[config.mk]
export PLATFORM = sky130hd
export DESIGN_NAME = ansi_cmd_encoder
export DESIGN_NICKNAME = d
export VERILOG_FILES = /design/src/rtl/ansi_pkg.sv /design/src/rtl/ansi_dec_digits.sv /design/src/rtl/ansi_cmd_encoder.sv
export SDC_FILE = /design/constraint.sdc
export NUM_CORES = 1
export LEC_CHECK = 0
export CORE_MARGIN = 2
export CORE_UTILIZATION = 63
export DETAILED_ROUTE_END_ITERATION = 8
export GPL_TIMING_DRIVEN = 0
export PLACE_DENSITY = 0.83
export SLEW_MARGIN = 20
export SYNTH_ARGS = -nofsm -noshare
export SYNTH_HDL_FRONTEND = slang
export SYNTH_SLANG_ARGS = --single-unit
[constraint.sdc]
create_clock -name clk -period 15.7 [get_ports clk]
set_clock_uncertainty 0.05 [all_clocks]
set_input_delay 2.355 -clock clk [delete_from_list [all_inputs] [get_ports clk]]
set_output_delay 2.355 -clock clk [all_outputs]
set_load 0.01 [all_outputs]
[src/rtl/ansi_pkg.sv]
// Shared command codes, ASCII constants and byte lookups for the ANSI command encoder.
package ansi_pkg;

   typedef enum logic [4:0] {
      DELETE = 5'd0,  CUF = 5'd1,  CUB = 5'd2,  CNL = 5'd3,
      CPL    = 5'd4,  CHA = 5'd5,  CUP = 5'd6,  ED  = 5'd7,
      EL     = 5'd8,  SU  = 5'd9,  SD  = 5'd10, HVP = 5'd11,
      SCP    = 5'd12, RCP = 5'd13, CLEAR = 5'd14, UNAME = 5'd15
   } cmd_e;

   typedef enum logic [3:0] {
      S_IDLE  = 4'd0, S_ESC  = 4'd1, S_BRK = 4'd2, S_P1   = 4'd3,
      S_SEMI  = 4'd4, S_P2   = 4'd5, S_FINAL = 4'd6, S_TEXT = 4'd7,
      S_TERM  = 4'd8
   } enc_state_e;

   localparam logic [7:0] ASCII_ESC  = 8'd27;
   localparam logic [7:0] ASCII_LBR  = 8'd91;
   localparam logic [7:0] ASCII_SEMI = 8'd59;
   localparam logic [7:0] ASCII_ZERO = 8'd48;

   function automatic logic [7:0] final_byte(input logic [4:0] code);
      case (code)
         DELETE:  final_byte = 8'd126;
         CUF:     final_byte = 8'd67;
         CUB:     final_byte = 8'd68;
         CNL:     final_byte = 8'd69;
         CPL:     final_byte = 8'd70;
         CHA:     final_byte = 8'd71;
         CUP:     final_byte = 8'd72;
         ED:      final_byte = 8'd74;
         EL:      final_byte = 8'd75;
         SU:      final_byte = 8'd83;
         SD:      final_byte = 8'd84;
         HVP:     final_byte = 8'd102;
         SCP:     final_byte = 8'd115;
         RCP:     final_byte = 8'd117;
         default: final_byte = 8'd0;
      endcase
   endfunction

   // Literal ROM: "clear" when uname=0, "uname -a" when uname=1.
   function automatic logic [7:0] text_byte(input logic uname, input logic [2:0] idx);
      case ({uname, idx})
         4'b0_000: text_byte = 8'd99;
         4'b0_001: text_byte = 8'd108;
         4'b0_010: text_byte = 8'd101;
         4'b0_011: text_byte = 8'd97;
         4'b0_100: text_byte = 8'd114;
         4'b1_000: text_byte = 8'd117;
         4'b1_001: text_byte = 8'd110;
         4'b1_010: text_byte = 8'd97;
         4'b1_011: text_byte = 8'd109;
         4'b1_100: text_byte = 8'd101;
         4'b1_101: text_byte = 8'd32;
         4'b1_110: text_byte = 8'd45;
         4'b1_111: text_byte = 8'd97;
         default:  text_byte = 8'd0;
      endcase
   endfunction

   function automatic logic [2:0] text_last(input logic uname);
      text_last = uname ? 3'd7 : 3'd4;
   endfunction

endpackage

[src/rtl/ansi_dec_digits.sv]
// Combinational binary-to-BCD conversion of one byte, with the count of significant digits.
module ansi_dec_digits (
   input  logic [7:0] value,
   output logic [3:0] hund,
   output logic [3:0] tens,
   output logic [3:0] ones,
   output logic [1:0] count
);

   logic [11:0] bcd_s;

   // Double-dabble: add 3 to any nibble >= 5 before each shift.
   always_comb begin
      bcd_s = 12'd0;
      for (int i = 7; i >= 0; i--) begin
         bcd_s[3:0] = (bcd_s[3:0] >= 4'd5) ? bcd_s[3:0] + 4'd3 : bcd_s[3:0];
         bcd_s[7:4] = (bcd_s[7:4] >= 4'd5) ? bcd_s[7:4] + 4'd3 : bcd_s[7:4];
         bcd_s      = {bcd_s[10:0], value[i]};
      end
   end

   assign hund = bcd_s[11:8];
   assign tens = bcd_s[7:4];
   assign ones = bcd_s[3:0];

   // Number of digits once leading zeros are dropped.
   always_comb begin
      if (hund != 4'd0) begin
         count = 2'd3;
      end else if (tens != 4'd0) begin
         count = 2'd2;
      end else if (ones != 4'd0) begin
         count = 2'd1;
      end else begin
         count = 2'd0;
      end
   end

endmodule

[src/rtl/ansi_cmd_encoder.sv]
// Serialises one terminal command per handshake into its ANSI CSI / literal byte sequence.
module ansi_cmd_encoder
   import ansi_pkg::*;
#(
   parameter bit         TERM_EN   = 1'b1,
   parameter logic [7:0] TERM_BYTE = 8'd0
) (
   input  logic       clk,
   input  logic       _rst,
   input  logic       cmd_valid,
   output logic       cmd_ready,
   input  logic [4:0] cmd_code,
   input  logic [7:0] cmd_arg1,
   input  logic [7:0] cmd_arg2,
   output logic [7:0] out_data,
   output logic       out_valid,
   input  logic       out_ready,
   output logic       cmd_err
);

   logic [3:0] state_r;
   logic [4:0] code_r;
   logic [7:0] arg1_r, arg2_r;
   logic [1:0] idx_r;
   logic [2:0] txt_r;
   logic [7:0] out_data_r;
   logic       out_valid_r, cmd_err_r;

   logic [3:0] nxt_state_s, end_state_s;
   logic [1:0] nxt_idx_s;
   logic [2:0] nxt_txt_s;
   logic [7:0] nxt_byte_s, p1_val_s;
   logic       is_pair_s, has_p1_s, pair_sep_s, xfer_s, is_uname_s;
   logic [3:0] p1_h_s, p1_t_s, p1_o_s, p2_h_s, p2_t_s, p2_o_s;
   logic [1:0] p1_cnt_s, p2_cnt_s;

   // DELETE is emitted as a CSI with a fixed parameter of 3.
   assign p1_val_s    = (code_r == DELETE) ? 8'd3 : arg1_r;
   assign is_pair_s   = (code_r == CUP) || (code_r == HVP);
   assign has_p1_s    = (code_r != SCP) && (code_r != RCP);
   assign pair_sep_s  = is_pair_s && ((arg1_r | arg2_r) != 8'd0);
   assign is_uname_s  = (code_r == UNAME);
   assign xfer_s      = out_valid_r && out_ready;
   assign end_state_s = TERM_EN ? S_TERM : S_IDLE;

   ansi_dec_digits u_p1 (.value(p1_val_s), .hund(p1_h_s), .tens(p1_t_s), .ones(p1_o_s), .count(p1_cnt_s));
   ansi_dec_digits u_p2 (.value(arg2_r),   .hund(p2_h_s), .tens(p2_t_s), .ones(p2_o_s), .count(p2_cnt_s));

   function automatic logic [3:0] pick_digit(input logic [1:0] idx, input logic [3:0] h,
                                             input logic [3:0] t, input logic [3:0] o);
      case (idx)
         2'd0:    pick_digit = h;
         2'd1:    pick_digit = t;
         default: pick_digit = o;
      endcase
   endfunction

   // Next state and digit/text index taken when the current byte transfers.
   always_comb begin
      nxt_state_s = state_r;
      nxt_idx_s   = idx_r;
      nxt_txt_s   = txt_r;
      case (state_r)
         S_ESC:   nxt_state_s = S_BRK;
         S_BRK: begin
            if (has_p1_s && (p1_cnt_s != 2'd0)) begin
               nxt_state_s = S_P1;
               nxt_idx_s   = 2'd3 - p1_cnt_s;
            end else if (pair_sep_s) begin
               nxt_state_s = S_SEMI;
            end else begin
               nxt_state_s = S_FINAL;
            end
         end
         S_P1: begin
            if (idx_r != 2'd2) begin
               nxt_idx_s = idx_r + 2'd1;
            end else if (pair_sep_s) begin
               nxt_state_s = S_SEMI;
            end else begin
               nxt_state_s = S_FINAL;
            end
         end
         S_SEMI: begin
            if (p2_cnt_s != 2'd0) begin
               nxt_state_s = S_P2;
               nxt_idx_s   = 2'd3 - p2_cnt_s;
            end else begin
               nxt_state_s = S_FINAL;
            end
         end
         S_P2: begin
            if (idx_r != 2'd2) begin
               nxt_idx_s = idx_r + 2'd1;
            end else begin
               nxt_state_s = S_FINAL;
            end
         end
         S_FINAL: nxt_state_s = end_state_s;
         S_TEXT: begin
            if (txt_r != text_last(is_uname_s)) begin
               nxt_txt_s = txt_r + 3'd1;
            end else begin
               nxt_state_s = end_state_s;
            end
         end
         S_TERM:  nxt_state_s = S_IDLE;
         default: nxt_state_s = S_IDLE;
      endcase
   end

   // Byte presented in the state being entered.
   always_comb begin
      case (nxt_state_s)
         S_ESC:   nxt_byte_s = ASCII_ESC;
         S_BRK:   nxt_byte_s = ASCII_LBR;
         S_P1:    nxt_byte_s = ASCII_ZERO + {4'd0, pick_digit(nxt_idx_s, p1_h_s, p1_t_s, p1_o_s)};
         S_SEMI:  nxt_byte_s = ASCII_SEMI;
         S_P2:    nxt_byte_s = ASCII_ZERO + {4'd0, pick_digit(nxt_idx_s, p2_h_s, p2_t_s, p2_o_s)};
         S_FINAL: nxt_byte_s = final_byte(code_r);
         S_TEXT:  nxt_byte_s = text_byte(is_uname_s, nxt_txt_s);
         S_TERM:  nxt_byte_s = TERM_BYTE;
         default: nxt_byte_s = 8'd0;
      endcase
   end

   // Command acceptance, byte sequencing and error pulse.
   always_ff @(posedge clk) begin
      if (!_rst) begin
         state_r     <= S_IDLE;
         code_r      <= 5'd0;
         arg1_r      <= 8'd0;
         arg2_r      <= 8'd0;
         idx_r       <= 2'd0;
         txt_r       <= 3'd0;
         out_data_r  <= 8'd0;
         out_valid_r <= 1'b0;
         cmd_err_r   <= 1'b0;
      end else begin
         cmd_err_r <= 1'b0;
         if (state_r == S_IDLE) begin
            if (cmd_valid) begin
               if (cmd_code[4]) begin
                  cmd_err_r <= 1'b1;
               end else begin
                  code_r      <= cmd_code;
                  arg1_r      <= cmd_arg1;
                  arg2_r      <= cmd_arg2;
                  idx_r       <= 2'd0;
                  txt_r       <= 3'd0;
                  out_valid_r <= 1'b1;
                  if ((cmd_code == CLEAR) || (cmd_code == UNAME)) begin
                     state_r    <= S_TEXT;
                     out_data_r <= text_byte(cmd_code == UNAME, 3'd0);
                  end else begin
                     state_r    <= S_ESC;
                     out_data_r <= ASCII_ESC;
                  end
               end
            end
         end else if (xfer_s) begin
            state_r     <= nxt_state_s;
            idx_r       <= nxt_idx_s;
            txt_r       <= nxt_txt_s;
            out_data_r  <= nxt_byte_s;
            out_valid_r <= (nxt_state_s != S_IDLE);
         end
      end
   end

   assign cmd_ready = (state_r == S_IDLE);
   assign out_data  = out_data_r;
   assign out_valid = out_valid_r;
   assign cmd_err   = cmd_err_r;

endmodule

==> impl_metrics.py, run 1 <==
metrics = {
    "sta": {
        "timing_hold_violations_final": 0,
        "period_minus_slack_ns": 8.086,
        "fmax_mhz": 123.7,
        "worstMarginPinSlew_ns": 0.9043,
        "slew_headroom": 0.3915,
        "worst_slack_ns": 7.614,
        "setup_viol": 0,
        "period_share": 0.5150,
        "slew_viol_final": 0,
        "tns_ns": 0,
        "fin_hold_ws_ns": 0.4532,
        "rsz0062_at_grt": "false",
    },
    "worst_setup_path": {
        "crit_path_max_incr_delay_ns": 0.58,
        "crit_path_end_kind": "register",
        "reg2reg_from": "code_r[1]",
        "start_kind": "register",
        "path_max_fanout": 10,
        "cp.required_ns": 15.84,
        "path_class": "register to register",
        "cp.arrival_ns": 8.23,
        "crit_top_cell": "ha_1",
        "cp_slowest_cell": "or4_1",
        "crit_start": "code_r[1]",
    },
    "cts": {
        "post-cts-setup-buffers": 0,
        "cts.repair.resized": 0,
        "ctsHoldBuffers": 0,
        "cts_buffers": 5,
        "cts_root_buffer": "clkbuf_8",
        "htreeDepth": 2,
        "cts.path.max_buffers": 2,
        "cts_sinks": 45,
        "clock_latency_ns": 0.32,
        "path_clk_slew_ns": 0.10,
        "cts_tree": "yes",
    },
    "global_route": {
        "grt_pass1_wl_um": 24320,
        "grt_start_max_net_pins": 18,
        "antenna_found_initial": 0,
        "grt_pass1_vias": 5125,
        "grt_usage": 0.3401,
        "overflow": 0,
    },
    "synthesis": {
        "synth-edff-count": 0,
        "async_flop_share": 0,
        "syn_inst": 701,
        "syn-cell-area_um2": 5116,
        "yosysSeqAreaShare": 0.1761,
        "yosys_warnings": 0,
        "syn_nets": 760,
        "synth-main-ff-cell": "dfxtp_1",
        "ys_ff_latch": 45,
        "ys_types": 100,
        "syn_area_per_cell_um2": 7.298,
    },
    "cells_and_area": {
        "design_area_um2": 5685,
        "layout.nets": 801,
        "drive_gt1_frac": 0.09017,
        "syn_to_final_growth_pct": 11.13,
        "mostFrequentLayoutCell": "nand2_1",
        "diodes": 0,
        "mostFrequentLayoutCells": "nand2_1, nor2_1, a21oi_1, o21ai_0, dfxtp_1",
        "utilization": 0.7282,
        "fin_cells": 845,
    },
    "power": {
        "p_leak_nw": 2.190,
        "ir_drop_mv": 0.06588,
        "totalPowerFinal_mw": 0.4626,
        "p_per_area_nw_per_um2": 81.37,
    },
    "placement": {
        "portBuffers": 34,
        "dpl_cell_area_um2": 5590,
        "post-place-cells": 837,
        "dp_hpwl_um": 11300,
        "finalWeightedCongestion": 1.045,
        "place_ws_ns": 7.777,
    },
    "route": {
        "drt_iter0_drc": 525,
        "drt-total-wl_um": 14910,
        "avgViaCountPerCell": 6.582,
        "dr_total_vias": 5562,
        "drt_first_pass_iters": 5,
        "remaining_drc_errors": 0,
        "wl_per_cell_um": 17.64,
        "ant_nets": 0,
    },
    "status": {
        "outcome": "finished clean",
    },
    "floorplanning": {
        "initial_utilization": 0.6553,
        "num_rows": 32,
        "ios": 36,
        "core_area_um2": 7807,
        "die_w_um": 94.12,
        "dieArea_um2": 8858,
        "die_y_um": 94.12,
    },
    "min_path": {
        "hp-class": "register to register",
        "hold_start": "arg1_r[0]",
    },
    "job": {
        "drv_cap": 0,
    },
}
-- kinds of logic (layout without fill, tap and decap cells) --
kind of cell | count (synthesis) | in the layout | synth area share
other | 1 | 1 | 0.0007330
muxes | 24 | 24 | 0.05258
buffers and inverters | 71 | 113 | 0.05820
xor gates and xnor gates | 11 | 11 | 0.02250
AOI/OAI and AO/OA | 230 | 230 | 0.3265
DFF | 45 | 45 | 0.1761
adders and majority gates | 34 | 34 | 0.08315
and+or+nand+nor | 285 | 285 | 0.2803
-- Yosys cell counts (all sizes together), types with 14 or more instances --
master / instances / area, µm²
nor2: 57 / 214.0
o21ai: 51 / 259.0
ha: 34 / 425.4
mux2i: 17 / 186.4
inv: 36 / 137.6
nand3: 23 / 120.1
dfxtp: 45 / 900.9
clkbuf: 22 / 82.58
nand2b: 16 / 100.1
nand2: 99 / 371.6
and2: 14 / 92.60
a21oi: 58 / 294.0
-- worst max-delay path: cells and delay by family (launching register included) --
family / cells / cell delay [ns]
adder cells (fa/ha/maj): 4 / 1.06
AO/OA/AOI/OAI: 10 / 2.51
buffers and inverters: 5 / 0.77
XOR/XNOR: 1 / 0.26
AND/OR/NAND/NOR: 7 / 1.83
flip-flops: 1 / 0.42
multiplexers: 3 / 1.04
-- cell type report --
| class | count | area, µm² |
|---|---|---|
| timing repair buffer | 34 | 340.3 |
| multi-input combinational | 585 | 3924 |
| clock inverter | 3 | 26.28 |
| inverter | 37 | 141.4 |
| clock buffer | 5 | 68.82 |
| sequential | 45 | 900.9 |
| tap | 102 | 127.6 |
| buffer | 34 | 156.4 |
| fill | 656 | 2122 |
-- routing by layer --
metal | up-vias | track usage | wire, µm
met5 | - | 0 | 0
met4 | 0 | 0.09903 | 327
met3 | 35 | 0.04815 | 1251
met2 | 283 | 0.5750 | 6883
met1 | 2586 | 0.4490 | 6446
li1 | 2658 | - | -
-- worst paths after layout --
path | end | depth (start not counted) | slack (ns)
setup / recovery | out_data[1] | 30 | 7.61
hold / removal | arg1_r[0] | 2 | 0.45
setup reg to reg | out_data[1] | 30 | 7.61
hold reg to reg | arg1_r[0] | 2 | 0.45
-- where the power goes --
group / total (mW) / internal [mW] / switching (mW)
registers: 0.133 / 0.124 / 0.00841
logic: 0.248 / 0.0977 / 0.150
clock network: 0.0820 / 0.0332 / 0.0488
No activity file was read; power rests on OpenSTA's default activity.
==> run 2: changes to the inputs <==
- CORE_UTILIZATION: 63 -> 61
- PLACE_DENSITY: 0.83 -> 0.8
- clock period: 15.7 -> 8.3 ns (I/O delays scaled with it)
==> run 2 against run 1 <==
Cell area is 0.24% higher. Core utilization shrank 3.1 points. Sequential power increased by 89%. Cell count increased by 0.47%. Clock power increased by 95%. Global-route usage shrank 1.8 points. Clock-buffer cell count unchanged. Largest power group unchanged. Critical endpoint unchanged.
==> impl_metrics.py, run 2 (synthesized netlist as in run 1, its figures left out) <==
metrics = {
    "floorplanning": {
        "core_area_um2": 8175,
        "num_rows": 33,
        "initial_utilization": 0.6258,
        "die_y_um": 95.58,
        "die_w_um": 95.58,
        "dieArea_um2": 9136,
        "ios": 36,
    },
    "placement": {
        "dp_hpwl_um": 10880,
        "portBuffers": 34,
        "finalWeightedCongestion": 1.035,
    },
    "worst_setup_path": {
        "cp_slowest_cell": "or4_1",
        "cp.arrival_ns": 7.85,
        "reg2reg_from": "code_r[1]",
        "path_class": "register to register",
        "crit_path_max_incr_delay_ns": 0.58,
        "crit_start": "code_r[1]",
        "path_max_fanout": 10,
        "cp.required_ns": 8.44,
        "worst-path-buf-inv": 5,
        "r2r_setup_slack_ns": 0.60,
        "critPathTopFamily": "compound AO/OA/AOI/OAI gates",
        "crit_top_cell": "ha_1",
        "crit_path_end_kind": "register",
        "start_kind": "register",
    },
    "route": {
        "ant_nets": 0,
        "drt_first_pass_iters": 7,
        "remaining_drc_errors": 0,
        "dr_total_vias": 5469,
        "drt-total-wl_um": 14380,
        "wl_per_cell_um": 16.94,
        "drt_iter0_drc": 410,
        "avgViaCountPerCell": 6.442,
    },
    "sta": {
        "worstMarginPinSlew_ns": 0.8422,
        "rsz0062_at_grt": "false",
        "slew_headroom": 0.4334,
        "fmax_mhz": 129.8,
        "period_share": 0.9282,
        "period_minus_slack_ns": 7.704,
        "fin_hold_ws_ns": 0.4472,
        "timing_hold_violations_final": 0,
        "setup_viol": 0,
        "tns_ns": 0,
        "slew_viol_final": 0,
    },
    "global_route": {
        "met1_usage": 0.4335,
        "grt_pass1_vias": 4974,
        "grtUsageMet2": 0.5058,
        "grt_start_max_net_pins": 18,
        "antenna_found_initial": 0,
        "met3_usage": 0.06561,
        "top_usage_layer": "met2",
        "grt_usage": 0.3225,
        "overflow": 0,
        "grt_pass1_wl_um": 23710,
    },
    "cts": {
        "htreeDepth": 2,
        "cts_tree": "yes",
        "cts_buffers": 5,
        "clock_latency_ns": 0.32,
        "path_clk_slew_ns": 0.10,
        "cts_sinks": 45,
        "ctsHoldBuffers": 0,
        "cts_root_buffer": "clkbuf_8",
        "cts.path.max_buffers": 2,
    },
    "power": {
        "p_per_area_nw_per_um2": 153.5,
        "ir_drop_mv": 0.09591,
        "p_leak_nw": 2.196,
    },
    "cells_and_area": {
        "utilization": 0.6971,
        "layout.nets": 802,
        "diodes": 0,
        "mostFrequentLayoutCells": "nand2_1, nor2_1, a21oi_1, o21ai_0, dfxtp_1",
        "drive_gt1_frac": 0.09140,
        "syn_to_final_growth_pct": 11.40,
        "mostFrequentLayoutCell": "nand2_1",
    },
    "job": {
        "drv_cap": 0,
    },
    "min_path": {
        "hp-class": "register to register",
    },
    "status": {
        "outcome": "finished clean",
    },
}
[run 2: changes by cell type in the layout (fill, tap and decap cells not counted)]
cell   previous run  this run
inv_6             3         2
buf_4             4         5
inv_8             0         1
[run 2: repair_timing]
item	4_1_cts	5_1_grt
endpoints found under the setup margin	0	3
buffers inserted	0	1
gates resized for setup	0	0
[run 2: per-stage QoR]
| stage | power, mW | instances | setup slack (ns) | instance area [µm²] |
|---|---|---|---|---|
| final | 0.8749 | 849 | 0.5961 | 5699 |
| after global routing | 0.9317 | 849 | 0.1904 | 5699 |
| after CTS | 0.8589 | 848 | 0.5186 | 5685 |
| after detailed placement | 0.7028 | 840 | 0.5620 | 5588 |
| after global placement | 0.6900 | 840 | 0.6354 | 5588 |
| after floorplan | 0.5870 | 701 | 1.660 | 5116 |
[run 2: worst paths after layout]
path	cells after the start	to
worst max register to register	30	out_data[1]
worst min register to register	2	out_data[2]
worst min-delay path	2	out_data[2]
worst max-delay path	30	out_data[1]
[run 2: worst reg2reg max path, delay by kind of cell (launching register included)]
family          cells  cell delay (ns)
simple gates        7             1.83
flops               1             0.43
compound gates     10             2.25
mux                 3             0.94
buf+inv             5             0.77
xor+xnor            1             0.26
fa+ha+maj           4             1.05
[run 2: per-layer routing]
metal  routed length [µm]  up-vias
met3                 1136       47
met2                 6379      225
met1                 6376     2539
met4                  486        0
li1                     -     2658
met5                    0        -
[run 2: area by class of cell]
class,instances,area (µm²)
inverters,37,141.4
multi-input cells,585,3924
clock inverters,3,28.78
flip-flops and latches,45,900.9
clock buffers,5,68.82
repair buffers,35,347.8
plain buffers,34,156.4
fillers,726,2476
well taps,105,131.4
[run 2: report_power, final]
| part | leakage (nW) | switching [mW] | internal [mW] | total (mW) |
|---|---|---|---|---|
| clock network | 0.0511 | 0.0958 | 0.0638 | 0.160 |
| registers | 0.368 | 0.0157 | 0.235 | 0.251 |
| logic | 1.78 | 0.280 | 0.185 | 0.464 |
